[config.mk]
export PLATFORM = sky130hd
export DESIGN_NAME = cmp_sort_ctrl
export DESIGN_NICKNAME = d
export VERILOG_FILES = /design/src/rtl/cmp_sort_pkg.sv /design/src/rtl/comparator.sv /design/src/rtl/cmp_sort_ctrl.sv
export SDC_FILE = /design/constraint.sdc
export NUM_CORES = 1
export LEC_CHECK = 0
export CORE_ASPECT_RATIO = 1.2
export CORE_MARGIN = 5
export CORE_UTILIZATION = 58
export DETAILED_ROUTE_END_ITERATION = 10
export GPL_ROUTABILITY_DRIVEN = 0
export HOLD_SLACK_MARGIN = 0.1
export PLACE_DENSITY = 0.82
export SLEW_MARGIN = 20
export SYNTH_ARGS = -nofsm -noshare
export SYNTH_HDL_FRONTEND = slang
export SYNTH_SLANG_ARGS = --single-unit
export TNS_END_PERCENT = 1
[constraint.sdc]
create_clock -name clk -period 8.05 [get_ports clk]
set_input_delay 1.2075 -clock clk [delete_from_list [all_inputs] [get_ports clk]]
set_output_delay 1.2075 -clock clk [all_outputs]
set_load 0.01 [all_outputs]
[src/rtl/cmp_sort_pkg.sv]
// Shared types and constants for the 4-element sequential bubble sorter.
package cmp_sort_pkg;

  localparam int unsigned NUM_ELEM  = 4;
  localparam int unsigned NUM_STEPS = 6;
  localparam int unsigned STEP_W    = 3;
  localparam int unsigned IDX_W     = 2;

  typedef enum logic [1:0] {
    ST_IDLE = 2'd0,
    ST_SORT = 2'd1,
    ST_DONE = 2'd2
  } state_e;

  // Pair index j for steps 0..5 (step 0 in the LSBs): 0,1,2,0,1,0
  localparam logic [IDX_W*NUM_STEPS-1:0] PAIR_TABLE =
    {2'd0, 2'd1, 2'd0, 2'd2, 2'd1, 2'd0};

  // Look up the adjacent-pair index compared at a given step.
  function automatic logic [IDX_W-1:0] pair_idx(input logic [STEP_W-1:0] step);
    logic [IDX_W-1:0] idx;
    idx = '0;
    for (int unsigned s = 0; s < NUM_STEPS; s++) begin
      if (step == STEP_W'(s)) idx = PAIR_TABLE[IDX_W*s +: IDX_W];
    end
    return idx;
  endfunction

endpackage

[src/rtl/comparator.sv]
// WIDTH-bit unsigned magnitude comparator.
module comparator #(
  parameter int unsigned WIDTH = 3
) (
  input  logic [WIDTH-1:0] a,
  input  logic [WIDTH-1:0] b,
  output logic             gt,
  output logic             lt,
  output logic             eq
);

  // Pure combinational compare of a against b.
  always_comb begin
    gt = (a > b);
    lt = (a < b);
    eq = (a == b);
  end

endmodule

[src/rtl/cmp_sort_ctrl.sv]
// Sequential 4-element bubble sorter: one compare-and-swap per cycle, fixed 6-step latency.
module cmp_sort_ctrl
  import cmp_sort_pkg::*;
#(
  parameter int unsigned WIDTH = 3
) (
  input  logic                      clk,
  input  logic                      rst,
  input  logic                      start,
  input  logic                      descend,
  input  logic [NUM_ELEM*WIDTH-1:0] data_in,
  output logic                      busy,
  output logic                      done,
  output logic [NUM_ELEM*WIDTH-1:0] sorted_out,
  output logic [2:0]                swap_count
);

  state_e                    state_q, state_d;
  logic [WIDTH-1:0]          elem_q [NUM_ELEM];
  logic [WIDTH-1:0]          elem_d [NUM_ELEM];
  logic [STEP_W-1:0]         step_q, step_d;
  logic                      desc_q, desc_d;
  logic [2:0]                swap_cnt_q, swap_cnt_d;
  logic [NUM_ELEM*WIDTH-1:0] sorted_q, sorted_d;
  logic                      busy_q, busy_d;
  logic                      done_q, done_d;

  logic [IDX_W-1:0]          pair_j;
  logic [IDX_W-1:0]          pair_k;
  logic                      cmp_gt, cmp_lt, cmp_eq;
  logic                      do_swap;
  logic                      last_step;
  logic                      accept;

  // Time-shared comparator fed from the currently selected adjacent pair.
  assign pair_j = pair_idx(step_q);
  assign pair_k = IDX_W'(pair_j + IDX_W'(1));

  comparator #(.WIDTH(WIDTH)) u_cmp (
    .a  (elem_q[pair_j]),
    .b  (elem_q[pair_k]),
    .gt (cmp_gt),
    .lt (cmp_lt),
    .eq (cmp_eq)
  );

  assign do_swap   = !cmp_eq && (desc_q ? cmp_lt : cmp_gt);
  assign last_step = (step_q == STEP_W'(NUM_STEPS - 1));
  assign accept    = start && (state_q != ST_SORT);

  // State and datapath registers with synchronous reset.
  always_ff @(posedge clk) begin
    if (rst) begin
      state_q    <= ST_IDLE;
      step_q     <= '0;
      desc_q     <= 1'b0;
      swap_cnt_q <= '0;
      sorted_q   <= '0;
      busy_q     <= 1'b0;
      done_q     <= 1'b0;
      for (int i = 0; i < NUM_ELEM; i++) elem_q[i] <= '0;
    end else begin
      state_q    <= state_d;
      step_q     <= step_d;
      desc_q     <= desc_d;
      swap_cnt_q <= swap_cnt_d;
      sorted_q   <= sorted_d;
      busy_q     <= busy_d;
      done_q     <= done_d;
      for (int i = 0; i < NUM_ELEM; i++) elem_q[i] <= elem_d[i];
    end
  end

  // Next-state logic.
  always_comb begin
    state_d = state_q;
    case (state_q)
      ST_IDLE: if (start) state_d = ST_SORT;
      ST_SORT: if (last_step) state_d = ST_DONE;
      ST_DONE: state_d = start ? ST_SORT : ST_IDLE;
      default: state_d = ST_IDLE;
    endcase
  end

  // Datapath and registered-output next values.
  always_comb begin
    for (int i = 0; i < NUM_ELEM; i++) elem_d[i] = elem_q[i];
    step_d     = step_q;
    desc_d     = desc_q;
    swap_cnt_d = swap_cnt_q;
    sorted_d   = sorted_q;

    if (state_q == ST_SORT) begin
      if (do_swap) begin
        elem_d[pair_j] = elem_q[pair_k];
        elem_d[pair_k] = elem_q[pair_j];
        swap_cnt_d     = 3'(swap_cnt_q + 3'd1);
      end
      if (last_step) begin
        step_d = '0;
        for (int i = 0; i < NUM_ELEM; i++) sorted_d[i*WIDTH +: WIDTH] = elem_d[i];
      end else begin
        step_d = STEP_W'(step_q + STEP_W'(1));
      end
    end else if (accept) begin
      for (int i = 0; i < NUM_ELEM; i++) elem_d[i] = data_in[i*WIDTH +: WIDTH];
      desc_d     = descend;
      swap_cnt_d = '0;
      step_d     = '0;
    end

    busy_d = (state_d == ST_SORT);
    done_d = (state_d == ST_DONE);
  end

  assign busy       = busy_q;
  assign done       = done_q;
  assign sorted_out = sorted_q;
  assign swap_count = swap_cnt_q;

endmodule

==> reports/metrics.csv <==
stage;metric;value;unit
outcome;outcome;completed;
worst_setup_path;Critical Path Fanout Max;17;
yosys;Netlist cell types;50;
routing;DRC viols;0;
yosys;Async S/R FF share, synth;0;%
worst_setup_path;Worst Path Buf+Inv;1;
timing;Final Setup Violations;0;
timing;Highest Clock Rate;215;MHz
place;DP HPWL;4230;microns
yosys;Mapped Nets;285;
clock_network;H-tree Lvls;2;
clock_network;clock slew at reported path FFs;0.07;ns
final_layout;area grow syn2layout;18.4;%
yosys;synthesized area per cell;8.69;sq um
routing;First DRT Iteration DRCs;124;
worst_hold_path;worst hold-check path type;reg -> reg;
worst_setup_path;CP arrival;4.85;ns
routing;vias after detailed routing;2043;
worst_hold_path;Hold Path Origin;sorted_out[3];
clock_network;Skew-Pair Late Insertion Delay;0.30;ns
routing;DRT Pass-1 Iters;4;
timing;post-route setup TNS;0;ns
clock_network;CTS tree;yes;
worst_setup_path;WP data required;8.24;ns
yosys;Post-synth EDFFs;0;
yosys;Primary FF master, synth;dfxtp_1;
global_route;GR peak layer;met2;
worst_setup_path;crit path capture type;register;
global_route;vias in the first global route;2018;
clock_network;hold_buf cts;0;
timing;fin crit period;4.66;ns
pwr;Cell Pwr Density;188;nW/um^2
die;Die Footprint;5180;sq um
place;IO buf count;32;
die;# IOs;33;
final_layout;n_diodes;0;
final_layout;Final Core Density;71.9;%
pwr;Peak supply drop;132;uV
clock_network;clock sink count;35;
worst_setup_path;CP Launch Type;register;
global_route;first-pass GRT wire length;9630;microns
routing;DR WL/cell;17.5;microns
yosys;largest area contributor in the synthesized netlist;dfxtp_1;
yosys;mapped cell area;2230;sq um
yosys;Synth top area share;31.5;%
timing;slew margin rel.;39.0;%
timing;Final WS setup;3.39;ns
timing;clk_skew;0.00802;ns
worst_setup_path;critical path startpoint;step_q[2];
place;pre-CTS setup slack;3.46;ns
clock_network;CTS max path bufs;2;
die;Die W;66.6;microns
worst_setup_path;CP delay by family, top;compound AO/OA/AOI/OAI gates;
clock_network;root buffer cell;clkbuf_8;
worst_setup_path;Slowest cell on crit path;nand4_1;
routing;post-route ant nets;0;
yosys;YS warnings;0;
yosys;Mapped Cells;256;
timing;RSZ-0062 raised after global routing;false;
timing;max-slew violations;0;
worst_setup_path;crit-path cells;inv_1 > ha_1 > o21a_2 > or3_1 > ha_1 > mux2i_1 > mux2_4 > ha_1 > nor2b_1 > o211ai_1 > nand4_1 > o21ai_0 > o311ai_2 > a22o_1;
global_route;met2 Use GR;41.3;%
die;Initial Util;60.8;%
worst_setup_path;worst stage delay on the critical path;0.60;ns
timing;endpoints failing hold;0;
flow_run;Max Cap Viol;0;
pwr;Leak;1.03;nW
final_layout;Final #Nets;310;
routing;average vias per placed instance;6.12;
final_layout;ratio of cells with drive above 1 in the final layout;11.7;%
global_route;GRT Total Usage;24.0;%
global_route;met3 Use GR;4.77;%
routing;overall routed net length;5860;microns
yosys;Synth area leaders;dfxtp_1 31%, ha_1 7.3%, a21oi_1 6.3%, mux2i_1 5.8%, a211oi_1 3.7%;
die;Core Area;3660;sq um
clock_network;Num CTS Buffers;5;
global_route;M1 GR Usage;27.0;%
yosys;flops & latches, synth;35;
global_route;Overflow after GRT;0;
worst_setup_path;Setup CP Type;reg -> reg;
die;row count;24;
worst_setup_path;CP most frequent cell;ha_1;
global_route;antenna violations before repair;0;
worst_setup_path;Reg2Reg Launch Point;step_q[2];
timing;Final Cycle Share;57.9;%
timing;Worst-Margin Slew;0.912;ns
global_route;largest net degree at the start of global routing;24;
yosys;register area share after synthesis;31.5;%
die;DIE HEIGHT;77.9;microns
clock_network;Resize count post-CTS;0;
clock_network;Post-CTS Setup Inserts;0;
-- report_power, final --
group	internal (W)	total, W	switching (W)
Combinational	0.0000658	0.000171	0.000106
Clock	0.0000604	0.000127	0.0000664
Sequential	0.000183	0.000198	0.0000149
Total	0.000310	0.000497	0.000187
-- worst paths after layout --
| kind | end | depth (start not counted) | slack (ns) |
|---|---|---|---|
| max | sorted_out[7] | 14 | 3.39 |
| min | sorted_out[3] | 2 | 0.47 |
| max reg2reg | sorted_out[7] | 14 | 3.39 |
| min reg2reg | sorted_out[3] | 2 | 0.47 |
-- final cells by class --
cell class,count,area (sq um)
flip-flops and latches,35,701
inverters,13,48.8
well taps,52,65.1
repair buffers,34,335
clock buffers,6,72.6
clock inverters,2,12.5
multi-input cells,192,1400
fillers,312,1030
-- kinds of logic after synthesis --
group                      synth area share [%]
AOI/OAI and AO/OA                          30.1
adders and majority gates                  7.31
buffers and inverters                      5.62
DFF                                        31.5
muxes                                      7.19
and+or+nand+nor                            18.3
-- worst register-to-register path: stages (launching register included) --
cell and delay [ns]:
dfxtp_1 0.47, inv_1 0.10, ha_1 0.25, o21a_2 0.25, or3_1 0.47, ha_1 0.57, mux2i_1 0.13, mux2_4 0.29
ha_1 0.29, nor2b_1 0.15, o211ai_1 0.18, nand4_1 0.60, o21ai_0 0.42, o311ai_2 0.18, a22o_1 0.22
-- state kept, by name (all words and copies together) (netlist names) --
name        flops
elem_q         12
sorted_out     12
step_q          3
swap_count      3
state_q         2
busy            1
desc_q          1
done            1
-- synth_stat cells (3+ instances only) --
library cell and instances:
mux2i_1 13, a221o_1 3, nor2_1 16, nor2b_1 9
a22oi_1 5, a211oi_1 11, o21ai_0 16, clkbuf_1 6
o21ai_2 3, ha_1 13, o21a_1 4, and3_1 5
a22o_1 3, nand2_1 14, inv_1 11, o221a_2 3
nand3_1 6, buf_2 7, o311ai_2 3, nor3_1 4
dfxtp_1 35, a21oi_1 28
-- placed cells by master (no fill, tap or decap), types with 2 or more instances in the layout --
master,netlist,final
nand2b_1,2,2
nor2_1,16,16
nand4_1,2,2
inv_2,2,2
a211oi_2,2,2
buf_4,0,2
a22o_1,3,3
and3_1,5,5
a32oi_2,2,2
a21oi_1,28,28
clkbuf_8,0,5
o21a_1,4,4
nor2b_1,9,9
nand3_1,6,6
nor3_1,4,4
a221o_1,3,3
clkdlybuf4s50_1,0,32
mux2_4,2,2
o311ai_2,3,3
dfxtp_1,35,35
o221a_2,3,3
ha_1,13,13
or3_1,2,2
o22ai_1,2,2
a211oi_1,11,11
nand2_1,14,14
o21ai_0,16,16
o21ai_2,3,3
or4_1,2,2
inv_1,11,11
mux2i_1,13,13
a22oi_1,5,5
-- through the flow --
stage | cells | cell area (sq um) | power [W] | hold WS [ns]
after floorplan | 256 | 2230 | 0.000329 | 0.471
after global routing | 334 | 2640 | 0.000524 | 0.499
final | 334 | 2640 | 0.000497 | 0.466
after detailed placement | 326 | 2550 | 0.000370 | 0.449
after CTS | 334 | 2640 | 0.000495 | 0.470
after global placement | 326 | 2550 | 0.000367 | 0.438
-- metal layers --
metal / up-vias / part of all wire (%) / wire length (microns)
met3: 26 / 6.3 / 370
met2: 84 / 50 / 2930
met1: 930 / 39 / 2290
li1: 1003 / - / -
met4: 0 / 4.6 / 270
met5: - / 0 / 0
Power figures use the tool's default switching activity.
